--- config.mk ---
export PLATFORM = sky130hd
export DESIGN_NAME = fetch_prefetch_queue
export DESIGN_NICKNAME = d
export VERILOG_FILES = /design/src/rtl/fetch_prefetch_queue.sv
export SDC_FILE = /design/constraint.sdc
export NUM_CORES = 1
export LEC_CHECK = 0
export CAP_MARGIN = 40
export CORE_MARGIN = 4
export CORE_UTILIZATION = 35
export CTS_CLUSTER_DIAMETER = 120
export DETAILED_ROUTE_END_ITERATION = 12
export MAX_ROUTING_LAYER = met4
export SYNTH_ARGS = -nofsm -noshare
export SYNTH_HDL_FRONTEND = slang
export SYNTH_SLANG_ARGS = --single-unit
--- constraint.sdc ---
create_clock -name clk -period 3.8 [get_ports clk]
set_input_delay 0.57 -clock clk [delete_from_list [all_inputs] [get_ports clk]]
set_output_delay 0.57 -clock clk [all_outputs]
set_load 0.1 [all_outputs]
--- src/rtl/fetch_prefetch_queue.sv ---
// Instruction-fetch front end: issues sequential fetch requests, buffers {pc, instr} in a
// DEPTH-entry queue for decode, and retargets on redirect while discarding stale responses.
module fetch_prefetch_queue #(
    parameter int unsigned     XLEN         = 32,
    parameter int unsigned     DEPTH        = 4,
    parameter logic [XLEN-1:0] RESET_VECTOR = '0
) (
    input  logic            clk,
    input  logic            rst,
    input  logic            redirect,
    input  logic [XLEN-1:0] redirect_addr,
    output logic            mem_req_valid,
    output logic [XLEN-1:0] mem_req_addr,
    input  logic            mem_req_ready,
    input  logic            mem_resp_valid,
    input  logic [XLEN-1:0] mem_resp_data,
    output logic            out_valid,
    output logic [XLEN-1:0] out_pc,
    output logic [XLEN-1:0] out_instr,
    input  logic            out_ready
);

    localparam int unsigned     AW          = $clog2(DEPTH);
    localparam int unsigned     CW          = AW + 1;
    localparam int unsigned     SW          = CW + 1;
    localparam logic [SW-1:0]   CreditLimit = SW'(DEPTH);
    localparam logic [XLEN-1:0] PcStep      = XLEN'(4);

    logic [XLEN-1:0] fetch_pc_q, fetch_pc_d;
    // PC of the oldest in-flight request whose response will be kept.
    logic [XLEN-1:0] live_pc_q, live_pc_d;
    logic [CW-1:0]   occ_q, occ_d;
    logic [CW-1:0]   outstanding_q, outstanding_d;
    logic [CW-1:0]   drop_q, drop_d;
    logic [AW-1:0]   rd_ptr_q, rd_ptr_d;
    logic [AW-1:0]   wr_ptr_q, wr_ptr_d;

    logic [XLEN-1:0] pc_mem    [DEPTH];
    logic [XLEN-1:0] instr_mem [DEPTH];

    logic [XLEN-1:0] redirect_target;
    logic [SW-1:0]   credit_used;
    logic            req_fire;
    logic            push;
    logic            pop;
    logic            resp_drop;
    logic            unused_redirect_lsbs;

    assign redirect_target      = {redirect_addr[XLEN-1:2], 2'b00};
    assign unused_redirect_lsbs = ^redirect_addr[1:0];

    // Dropped responses still hold a credit until they return, so the queue cannot overflow.
    assign credit_used   = {1'b0, occ_q} + {1'b0, outstanding_q};
    assign mem_req_valid = !rst && !redirect && (credit_used < CreditLimit);
    assign mem_req_addr  = fetch_pc_q;
    assign req_fire      = mem_req_valid && mem_req_ready;

    assign out_valid = !rst && (occ_q != '0);
    assign out_pc    = pc_mem[rd_ptr_q];
    assign out_instr = instr_mem[rd_ptr_q];
    assign pop       = out_valid && out_ready;

    assign resp_drop = mem_resp_valid && (drop_q != '0);
    assign push      = mem_resp_valid && !redirect && (drop_q == '0);

    always_comb begin
        fetch_pc_d    = fetch_pc_q;
        live_pc_d     = live_pc_q;
        occ_d         = occ_q;
        drop_d        = drop_q;
        rd_ptr_d      = rd_ptr_q;
        wr_ptr_d      = wr_ptr_q;
        outstanding_d = outstanding_q + CW'(req_fire) - CW'(mem_resp_valid);

        if (redirect) begin
            fetch_pc_d = redirect_target;
            live_pc_d  = redirect_target;
            occ_d      = '0;
            rd_ptr_d   = '0;
            wr_ptr_d   = '0;
            // Everything still in flight after this cycle is stale, old drops included.
            drop_d     = outstanding_q - CW'(mem_resp_valid);
        end else begin
            if (req_fire) begin
                fetch_pc_d = fetch_pc_q + PcStep;
            end
            if (push) begin
                live_pc_d = live_pc_q + PcStep;
                wr_ptr_d  = wr_ptr_q + AW'(1);
            end
            if (pop) begin
                rd_ptr_d = rd_ptr_q + AW'(1);
            end
            occ_d = occ_q + CW'(push) - CW'(pop);
            if (resp_drop) begin
                drop_d = drop_q - CW'(1);
            end
        end
    end

    always_ff @(posedge clk) begin
        if (rst) begin
            fetch_pc_q    <= RESET_VECTOR;
            live_pc_q     <= RESET_VECTOR;
            occ_q         <= '0;
            outstanding_q <= '0;
            drop_q        <= '0;
            rd_ptr_q      <= '0;
            wr_ptr_q      <= '0;
        end else begin
            fetch_pc_q    <= fetch_pc_d;
            live_pc_q     <= live_pc_d;
            occ_q         <= occ_d;
            outstanding_q <= outstanding_d;
            drop_q        <= drop_d;
            rd_ptr_q      <= rd_ptr_d;
            wr_ptr_q      <= wr_ptr_d;
        end
    end

    always_ff @(posedge clk) begin
        if (push && !rst) begin
            pc_mem[wr_ptr_q]    <= live_pc_q;
            instr_mem[wr_ptr_q] <= mem_resp_data;
        end
    end

endmodule

# --- Word level (Yosys, flattened, before mapping) ---
# Memory sizes are Yosys's and may differ from the RTL's. A register that Yosys moved wholly into a read port is not among the register bits.
# Index checks and enable logic that the tools add are counted.
totals:
  ff_bits: 77
  mem_bits_rw: 256
  inputBits: 70
  output_inout_bits: 98
  word_cells: 53
  mem_count: 2
classes:
  add_sub_neg: 11
  order_cmp: 1
  muxes: 12
  reduce_logical: 18
memory_table:
  columns: ["name", "words", "word_bits", "read_ports", "rd_clocked_by_memory_dff", "write_ports", "line", "rtl"]
  rows:
  - ["instr_mem", 4, 32, 1, 1, 1, "39", "logic [XLEN-1:0] instr_mem [DEPTH];"]
  - ["pc_mem", 4, 32, 1, 1, 1, "38", "logic [XLEN-1:0] pc_mem [DEPTH];"]
ops:
  columns: ["operator", "n"]
  rows:
  - ["$mux W32", 4]
  - ["$add A32 B3 Y32 const B", 2]
  - ["$logic_and A1 B1 Y1", 9]
  - ["$sub A3 B1 Y3", 3]
  - ["$mux W2", 4]
  - ["$add A3 B1 Y3", 2]
  - ["$mux W3", 2]
  - ["$reduce_bool A2 Y1", 3]
  - ["$reduce_bool A3 Y1", 2]
  - ["$add A2 B1 Y2 const B", 2]
  - ["$add A3 B3 Y4", 1]
  - ["$lt A4 B3 Y1 const B", 1]
  - ["$logic_not A3 Y1", 1]
  - ["$sub A3 B1 Y3 const B", 1]
  - ["$logic_not A1 Y1", 2]
  - ["$mux W1", 2]
  - ["$reduce_or A2 Y1", 1]

# --- Depth between registers and ports, before layout ---
# Gate-level depths: netlist of run 1.
depth:
  ltp_word: 6
  depth_mapped: 12
  ltp_nobuf: 11

# --- Worst setup path before layout of run 1 ---
# Ideal clock, no wire load.
synth_timing:
  path_type: "in2out"
  start: "in rst"
  end: "out mem_req_valid"
  t_arrival_ps: 3264
  t_required_ps: 3230
  path_slack_ps: -34
  stages: 4
  path_buffers: 2
  cell_sequence: "or2_2 -> clkbuf_1 -> clkbuf_1 -> nor3_1"
synth_between:
  elab_chain_cells: 3
synth_rtl:
  columns: ["item", "line", "rtl"]
  rows:
  - ["start, declared", "9", "input logic rst,"]
  - ["$logic_not A1 Y1", "54", "assign mem_req_valid = !rst && !redirect && (credit_used < CreditLimit);"]
  - ["$logic_and A1 B1 Y1 (2 in a row)", "54", null]
  - ["end, declared", "12", "output logic mem_req_valid,"]
# Every way passes these cells.

==> flow_summary.ini, run 1 <==
[clocking]
cts_tree = built
cts_root_buffer = clkbuf_16
clk_pin_slew_ns = 0.06
insertion_delay_ns = 0.51
htree_levels = 2
numCtsBuffers = 36
hold_buffers = 0
clk_path_buf_depth = 3
cts_resized = 0
numClockSinks = 323
postCtsSetupRepairBufs = 0

[synthesis]
yosys_warnings = 0
synth_top_family_by_area = multiplexers
syn_inst = 831
synth-seq-cells = 323
avgSynthCellArea_um2 = 15.79
ys_types = 59
synth-adder-area-share_pct = 1.831
async_flop_share_pct = 0
synth_xor_area_share_pct = 3.205
synth-simple-area-share_pct = 9.033
ys_seq_area_share_pct = 68.22
syn_area_um2 = 13120
synth-compound-area-share_pct = 4.950
synth-main-ff-cell = edfxtp_1
synth.area.mux_share_pct = 10.88
synth_edf_count = 248

[cells_and_area]
drive_gt1_share_pct = 22.43
nets = 1127
post-route-cell-area_um2 = 16840
syn2layout_area_growth_pct = 28.40
n_antenna_cell = 0

[worst_setup_path]
critPathRequiredTime_ns = 3.23
worst_ep_arrival_time_ns = 2.40
critPathKind = reg -> out
reg2reg_depth = 10
cpMaxStageDelayCell = dfxtp_4
path_buf_inv = 2
path_cells = buf_12 -> mux4_2 -> buf_4
r2r-end = outstanding_q[2]$_SDFF_PP0_
max_stage_delay_ns = 0.70
rrSetupSlack_ns = 0.99
worstPathMaxFanout = 30
cp_top_family = flip-flops
endpoint_kind = output pin
start_kind = flip-flop
rr_startpoint = outstanding_q[2]$_SDFF_PP0_

[power_and_ir_drop]
ir_drop_uv = 257.6
leakage_nw = 5.570
sw_frac_of_total_pct = 25.12
power.density_nw_per_um2 = 490.8
comb_power_share_pct = 12.2
p_clk_share_pct = 39.3
p_seq_share_pct = 48.5
power.internal_mw = 6.190
switchingPower_mw = 2.077

[sta]
setup_viol = 0
fmax_mhz = 337.0
tightest_slew_ns = 0.8271
tns_ns = 0
slew-limit-headroom_pct = 44.35
slew_viol_final = 0
rsz0062_at_grt = no
fin_skew_ns = 0.01027
final.period_utilization_pct = 78.08
hold_violations = 0
min_period_ns = 2.967

[grt]
grt.met2_usage_pct = 23.52
met3_usage_pct = 2.756
top_usage_layer = met2
gr-usage-met1_pct = 21.74
grt_pass1_wl_mm = 48.40
grt_max_degree = 63
grt_usage_pct = 15.45
antenna_found_initial = 0
grt_pass1_vias = 8186
gr-total-overflow = 0

[route]
antenna_left = 0
drt-initial-drc-count = 489
drcViolationCount = 0
vias_per_cell = 5.218
first_pass_iters = 6
wl_per_cell_um = 20.23
wl_mm = 30.93
num_vias = 7979

[placement]
place_area_um2 = 15750
io_buffers = 161
gp_congestion = 0.9212
dpl.hpwl_mm = 19.93

[die]
std_cell_rows = 70
io_pins = 168
coreArea_um2 = 36790
start_util_pct = 35.66
die_area_um2 = 40640
die_width_um = 201.6
die_h_um = 201.6

[worst_hold_path]
whs_path_depth = 2
min_to = wr_ptr_q[1]$_SDFFE_PP0P_
hp-start = wr_ptr_q[1]$_SDFFE_PP0P_
hp-class = reg -> reg

[status]
status = finished clean

[run]
cap_violations = 0
==> synthesized netlist by cell type (3+ instances only) <==
cell type	instances	area share, %
a211oi_1	9	0.52
a21boi_0	10	0.57
a21oi_1	22	0.84
a221oi_1	3	0.20
a311oi_1	3	0.20
a31oi_1	7	0.33
and2_1	8	0.38
and3_1	11	0.52
and4_1	6	0.40
buf_1	4	0.11
buf_2	8	0.31
buf_4	5	0.29
clkbuf_1	22	0.63
dfxtp_1	75	11
edfxtp_1	248	57
ha_1	16	1.5
inv_1	16	0.46
mux4_2	62	11
nand2_1	49	1.4
nand2b_1	3	0.14
nand3_1	25	0.95
nand4_1	28	1.3
nor2_1	42	1.2
nor3_1	17	0.65
nor4_1	5	0.24
o211ai_1	4	0.23
o21a_1	9	0.52
o21ai_0	19	0.72
o22ai_1	3	0.14
or3_1	8	0.38
xnor2_1	22	1.5
xor2_1	26	1.7
==> how the worst max path moves through the flow <==
stage | endpoint | slack [ns] | cells after the start
global placement | outstanding_q[2]$_SDFF_PP0_ | 0.59 | 10
global route | out_instr[21] | 0.65 | 3
detailed placement | outstanding_q[2]$_SDFF_PP0_ | 0.60 | 10
CTS | out_instr[20] | 0.73 | 3
finish | out_instr[21] | 0.83 | 3
floorplan | instr_mem[0][0]$_DFFE_PP_ | 0.79 | 5
==> power by group through the flow <==
stage | clock network (mW) | logic (mW) | registers [mW]
finish | 3.25 | 1.01 | 4.01
global route | 3.50 | 1.07 | 4.03
CTS | 3.34 | 1.01 | 4.01
detailed placement | 0 | 1.01 | 4.08
global placement | 0 | 0.919 | 4.08
floorplan | 0 | 0.505 | 4.20
==> sequential cells by signal, summed over array words and instances (netlist names), named ones only <==
name	cells
pc_mem	120
instr_mem	128
mem_req_addr	30
live_pc_q	30
rd_ptr_q	2
outstanding_q	3
wr_ptr_q	2
drop_q	3
occ_q	3
==> logic make-up (layout without fill, tap and decap cells) <==
group	after synthesis	count (layout)
buffers and inverters	57	284
AOI/OAI and AO/OA	99	99
and+or+nand+nor	220	220
DFF	323	323
xor gates and xnor gates	48	48
muxes	65	65
adders and majority gates	18	18
other	1	4
==> cell type report <==
cell class | instances | area [µm²]
fill | 3195 | 19940
sequential | 323 | 8956
multi-input combinational | 454 | 3948
timing repair buffer | 206 | 2190
clock buffer | 46 | 969.7
tap | 468 | 585.6
clock inverter | 14 | 126.4
inverter | 18 | 67.56
==> metal layers <==
| metal | up-vias | wire [µm] |
|---|---|---|
| met2 | 284 | 14110 |
| met1 | 3983 | 14380 |
| li1 | 3666 | - |
| met4 | 0 | 581 |
| met3 | 46 | 1870 |
| met5 | - | 0 |
==> worst reg2reg max path, cell delays in order (launching register included) <==
cell and delay (ns):
dfxtp_1 0.41, ha_1 0.30, or4b_4 0.53, nor3_4 0.15, inv_2 0.18, ha_1 0.33
inv_1 0.04, ha_1 0.18, fa_1 0.38, xnor2_1 0.16, nor2_1 0.05
==> through the flow <==
step	utilization [%]	instances	power, mW	hold slack (ns)	setup slack, ns
floorplan	-	834	4.702	0.4658	0.7884
global placement	41.31	1439	4.998	0.4854	0.5931
detailed placement	42.81	1469	5.092	0.5078	0.5950
CTS	45.79	1529	8.360	0.5146	0.7274
global route	45.79	1529	8.594	0.5473	0.6535
finish	45.79	1529	8.266	0.5095	0.8329
==> cells in the final DEF, fill, tap and decap left out, types with 26 or more instances in the layout <==
master / instances
edfxtp_1: 248
clkdlybuf4s50_1: 97
dfxtp_1: 73
buf_4: 73
mux4_2: 62
nand2_1: 49
nor2_1: 42
clkbuf_16: 37
nand4_1: 28
xor2_1: 26
No activity file was read; power rests on OpenSTA's default activity.
==> inputs of run 2 (changes only) <==
==> constraint.sdc (replaced) <==
create_clock -name clk -period 2.8 [get_ports clk]
set_input_delay 0.42 -clock clk [delete_from_list [all_inputs] [get_ports clk]]
set_output_delay 0.42 -clock clk [all_outputs]
set_load 0.1 [all_outputs]
==> run 2 against run 1 <==
Final area increased by 2.4%. Count of clock-buffer cells in the layout decreased by 1. Clock power increased by 40%. Non-clock buffer count decreased by 11. Critical endpoint is now out_instr[1]. Worst hold slack got worse by 0.0034 ns. Largest power group unchanged.
==> flow_summary.ini, run 2 (synthesized netlist as in run 1, its figures left out) <==
[grt]
grt_max_degree = 64
grt_pass1_vias = 7977
grt_pass1_wl_mm = 46.87
grt_usage_pct = 15.07
gr-total-overflow = 0
antenna_found_initial = 0

[sta]
fin_skew_ns = 0.02212
hold_violations = 0
fmax_mhz = 383.3
tns_ns = 0
final.period_utilization_pct = 93.18
rsz0062_at_grt = no
setup_viol = 0
min_period_ns = 2.609
tightest_slew_ns = 0.6317
slew-limit-headroom_pct = 57.56
slew_viol_final = 0

[power_and_ir_drop]
ir_drop_uv = 381.9
power.density_nw_per_um2 = 659.1
leakage_nw = 5.781

[clocking]
postCtsSetupRepairBufs = 0
numClockSinks = 323
clk_pin_slew_ns = 0.06
hold_buffers = 0
insertion_delay_ns = 0.51
clk_path_buf_depth = 3
cts_root_buffer = clkbuf_16
cts_tree = built
cts_resized = 0
htree_levels = 2
numCtsBuffers = 36

[cells_and_area]
n_antenna_cell = 0
syn2layout_area_growth_pct = 31.49
biggestRegsByFlops = instr_mem (128), pc_mem (120)
fill_cells = 3172
layout_commonest_cell = edfxtp_1
top_register = instr_mem
largest_reg_flops = 128
post-route-cell-area_um2 = 17250
nets = 1116
fin_util_pct = 46.89
layout_common_cells = edfxtp_1 (248), dfxtp_1 (73), buf_12 (73), clkdlybuf4s50_1 (67), mux4_2 (62)
drive_gt1_share_pct = 24.55

[die]
die_area_um2 = 40640
die_width_um = 201.6
std_cell_rows = 70
start_util_pct = 35.66
die_h_um = 201.6
io_pins = 168
coreArea_um2 = 36790

[worst_setup_path]
cpMaxStageDelayCell = dfxtp_4
critPathKind = reg -> out
cp_common_cell = buf_12
worst_ep_arrival_time_ns = 2.19
path_cells = buf_12 -> mux4_2 -> buf_12
critPathRequiredTime_ns = 2.38
worstPathMaxFanout = 26
endpoint_kind = output pin
start_kind = flip-flop
max_stage_delay_ns = 0.59

[worst_hold_path]
hp-class = reg -> reg

[route]
wl_mm = 30.10
drcViolationCount = 0
wl_per_cell_um = 19.76
drt-initial-drc-count = 384
first_pass_iters = 4
num_vias = 7839
vias_per_cell = 5.147
antenna_left = 0

[placement]
dpl.hpwl_mm = 20.43
io_buffers = 161
place_area_um2 = 16100
gp_congestion = 0.8904

[status]
status = finished clean

[run]
cap_violations = 0
-- run 2: changes by cell type in the layout (fill, tap and decap cells not counted), sizes merged --
cell	change
clkinvlp	+1
clkbuf	-1
buf	+19
clkinv	+3
inv	+1
bufinv	+1
clkdlybuf4s50	-30
-- run 2: power breakdown --
part / leakage (nW) / switching, mW / internal, mW
combinational: 2.35 / 0.883 / 0.492
clock: 0.558 / 1.82 / 2.73
sequential: 2.87 / 0.152 / 5.29
total: 5.78 / 2.85 / 8.52
-- run 2: final timing paths --
path,startpoint,endpoint,slack [ns],cells after the start
max reg2reg,outstanding_q[2]$_SDFF_PP0_,outstanding_q[2]$_SDFF_PP0_,0.20,10
min,wr_ptr_q[0]$_SDFFE_PP0P_,wr_ptr_q[0]$_SDFFE_PP0P_,0.51,2
max,flip-flop,out_instr[1],0.19,3
min reg2reg,wr_ptr_q[0]$_SDFFE_PP0P_,wr_ptr_q[0]$_SDFFE_PP0P_,0.51,2
-- run 2: cell type report --
type / count / area [µm²] / area share (%)
Sequential cell: 323 / 8954 / 51.91
Clock inverter: 20 / 182.7 / 1.059
Inverter: 18 / 67.56 / 0.3917
Multi-Input combinational cell: 454 / 3948 / 22.89
Timing Repair Buffer: 195 / 2545 / 14.76
Tap cell: 468 / 585.6 / 3.395
Clock buffer: 45 / 965.9 / 5.600
-- run 2: through the flow --
step	cells	worst slack, ns	total power, mW	hold slack [ns]
final	1523	0.1910	11.37	0.5061
after global routing	1523	0.03984	11.80	0.5173
after CTS	1523	0.1039	11.51	0.5065
after detailed placement	1458	0.01804	6.925	0.4969
after global placement	1458	0.02848	6.911	0.4832
after floorplan	834	0.09713	6.379	0.4658
-- run 2: metal layers --
| layer | global-route usage [%] | share of wire, % | wire length (µm) |
|---|---|---|---|
| met5 | - | 0 | 0 |
| met4 | 3.857 | 2.0 | 607 |
| met3 | 2.981 | 5.6 | 1693 |
| met2 | 22.70 | 46 | 13820 |
| met1 | 21.18 | 46 | 13980 |
-- run 2: worst max-delay path: cells and delay by family (launching register included) --
kind | cells | cell delay [ns]
buffers and inverters | 2 | 0.48
multiplexers | 1 | 0.58
flip-flops | 1 | 0.59
==> inputs of run 3 (changes only) <==
--- a/config.mk
+++ b/config.mk
@@ -6,7 +6,7 @@
 export NUM_CORES = 1
 export LEC_CHECK = 0
 export CAP_MARGIN = 40
-export CORE_MARGIN = 4
+export CORE_MARGIN = 3
 export CORE_UTILIZATION = 35
 export CTS_CLUSTER_DIAMETER = 120
 export DETAILED_ROUTE_END_ITERATION = 12
==> run 3 against run 2 <==
Power rose by 0.54%. Via count rose by 1.8%. Clock skew fell by 0.012 ns. Sequential share of layout area rose by 0.33 points. Non-clock buffer count rose by 6. Routed wire length rose by 2.5%. Final area fell by 0.63%. Sequential power barely moved. Critical path type is now reg -> reg. Largest cell class unchanged. Highest routed layer unchanged.
==> flow_summary.ini, run 3 (synthesized netlist as in run 1, its figures left out) <==
[sta]
rsz0062_at_grt = no
tns_ns = 0
setup_viol = 0
slew-limit-headroom_pct = 52.19
slew_viol_final = 0
final.period_utilization_pct = 92.98
min_period_ns = 2.603
fin_skew_ns = 0.01029
hold_violations = 0
tightest_slew_ns = 0.7145
fmax_mhz = 384.1

[cells_and_area]
seq_area_um2 = 8954
drive_gt1_share_pct = 25.09
multi_input_area_um2 = 3948
fin_cells = 1528
nets = 1122
fin_util_pct = 46.59
syn2layout_area_growth_pct = 30.66
biggestRegsByFlops = instr_mem (128), pc_mem (120)
top_register = instr_mem
largest_reg_flops = 128
n_antenna_cell = 0
layout_common_cells = edfxtp_1 (248), buf_4 (74), dfxtp_1 (73), clkdlybuf4s50_1 (67), mux4_2 (62)
fill_cells = 3214
layout_commonest_cell = edfxtp_1

[power_and_ir_drop]
leakage_nw = 5.758
switchingPower_mw = 2.861
comb_power_share_pct = 12.1
p_seq_share_pct = 47.6
power.density_nw_per_um2 = 666.9
p_clk_share_pct = 40.3
ir_drop_uv = 414.8
sw_frac_of_total_pct = 25.03
power.internal_mw = 8.569
total_power_mw = 11.43

[worst_setup_path]
worstPathMaxFanout = 3
start_kind = flip-flop
worst_ep_arrival_time_ns = 2.99
critPathRequiredTime_ns = 3.19
crit_path_start = occ_q[2]$_SDFF_PP0_
rr_startpoint = occ_q[2]$_SDFF_PP0_
reg2reg_depth = 10
r2r-end = outstanding_q[2]$_SDFF_PP0_
endpoint_kind = flip-flop
critPathKind = reg -> reg
crit_end = outstanding_q[2]$_SDFF_PP0_
rrSetupSlack_ns = 0.20

[die]
die_h_um = 199.6
coreArea_um2 = 36790
start_util_pct = 35.66
std_cell_rows = 70
die_width_um = 199.6
io_pins = 168
die_area_um2 = 39840

[grt]
antenna_found_initial = 0
gr-total-overflow = 0
grt_pass1_wl_mm = 47.98
grt_pass1_vias = 8196
grt_max_degree = 63
grt_usage_pct = 16.04

[clocking]
hold_buffers = 0
cts_resized = 0
postCtsSetupRepairBufs = 0
clk_pin_slew_ns = 0.06
cts_tree = built
htree_levels = 2
numClockSinks = 323
insertion_delay_ns = 0.50
cts_root_buffer = clkbuf_16
numCtsBuffers = 36
clk_path_buf_depth = 3

[placement]
gp_congestion = 0.8995
dpl.cell_count = 1464
io_buffers = 161
dpl.hpwl_mm = 20.84

[status]
status = finished clean

[route]
num_vias = 7979
drcViolationCount = 0
wl_mm = 30.84
wl_per_cell_um = 20.19
first_pass_iters = 8
antenna_left = 0
drt-initial-drc-count = 455
vias_per_cell = 5.222

[worst_hold_path]
hp-class = reg -> reg

[run]
cap_violations = 0
[run 3: changes by cell type in the layout (fill, tap and decap cells not counted), sizes merged]
cell and delta:
buf +6, clkbuf -1, clkinv +4, clkinvlp -2, bufinv +1, inv -3
[run 3: layer usage]
layer	wire [µm]	up-vias	global-route usage, %	share of wire [%]
li1	-	3664	-	-
met1	14270	4001	22.84	46
met2	14120	264	24.32	46
met3	1809	50	2.647	5.9
met4	639	0	3.825	2.1
met5	0	-	-	0
[run 3: critical path: stages (launching register included)]
cell and delay, ns:
dfxtp_1 0.33, ha_1 0.32, or4b_4 0.51, nor3_4 0.15, inv_2 0.05, ha_1 0.27
inv_1 0.04, ha_1 0.18, fa_1 0.39, xnor2_1 0.18, nor2_1 0.05
[run 3: through the flow]
stage,setup slack (ns),hold WS (ns),cell area [µm²]
5_1_grt,0.06751,0.5449,17140
3_5_place_dp,-0.01071,0.5011,15980
3_3_place_gp,0.02302,0.4810,15980
6_report,0.1965,0.5065,17140
2_1_floorplan,0.09713,0.4658,13140
4_1_cts,0.1272,0.5090,17140
[run 3: power groups by stage]
stage / clock [mW] / sequential (mW) / combinational, mW
finish: 4.61 / 5.44 / 1.38
global route: 4.95 / 5.46 / 1.46
CTS: 4.76 / 5.44 / 1.39
detailed placement: 0 / 5.54 / 1.38
global placement: 0 / 5.53 / 1.37
floorplan: 0 / 5.69 / 0.686
[run 3: layout make-up]
cell class | count | area share (%)
clock buffer | 44 | 5.556
clock inverter | 20 | 1.197
inverter | 18 | 0.3942
multi-input combinational | 454 | 23.03
sequential | 323 | 52.24
tap | 468 | 3.417
timing repair buffer | 201 | 14.16
[run 3: worst min path at each step]
stage | startpoint | to | slack (ns) | depth (start not counted)
finish | wr_ptr_q[1]$_SDFFE_PP0P_ | wr_ptr_q[1]$_SDFFE_PP0P_ | 0.51 | 2
global route | mem_resp_data[18] | instr_mem[2][18]$_DFFE_PP_ | 0.54 | 1
CTS | wr_ptr_q[1]$_SDFFE_PP0P_ | wr_ptr_q[1]$_SDFFE_PP0P_ | 0.51 | 2
detailed placement | wr_ptr_q[1]$_SDFFE_PP0P_ | wr_ptr_q[1]$_SDFFE_PP0P_ | 0.50 | 2
global placement | wr_ptr_q[0]$_SDFFE_PP0P_ | wr_ptr_q[0]$_SDFFE_PP0P_ | 0.48 | 2
floorplan | wr_ptr_q[0]$_SDFFE_PP0P_ | wr_ptr_q[0]$_SDFFE_PP0P_ | 0.47 | 2
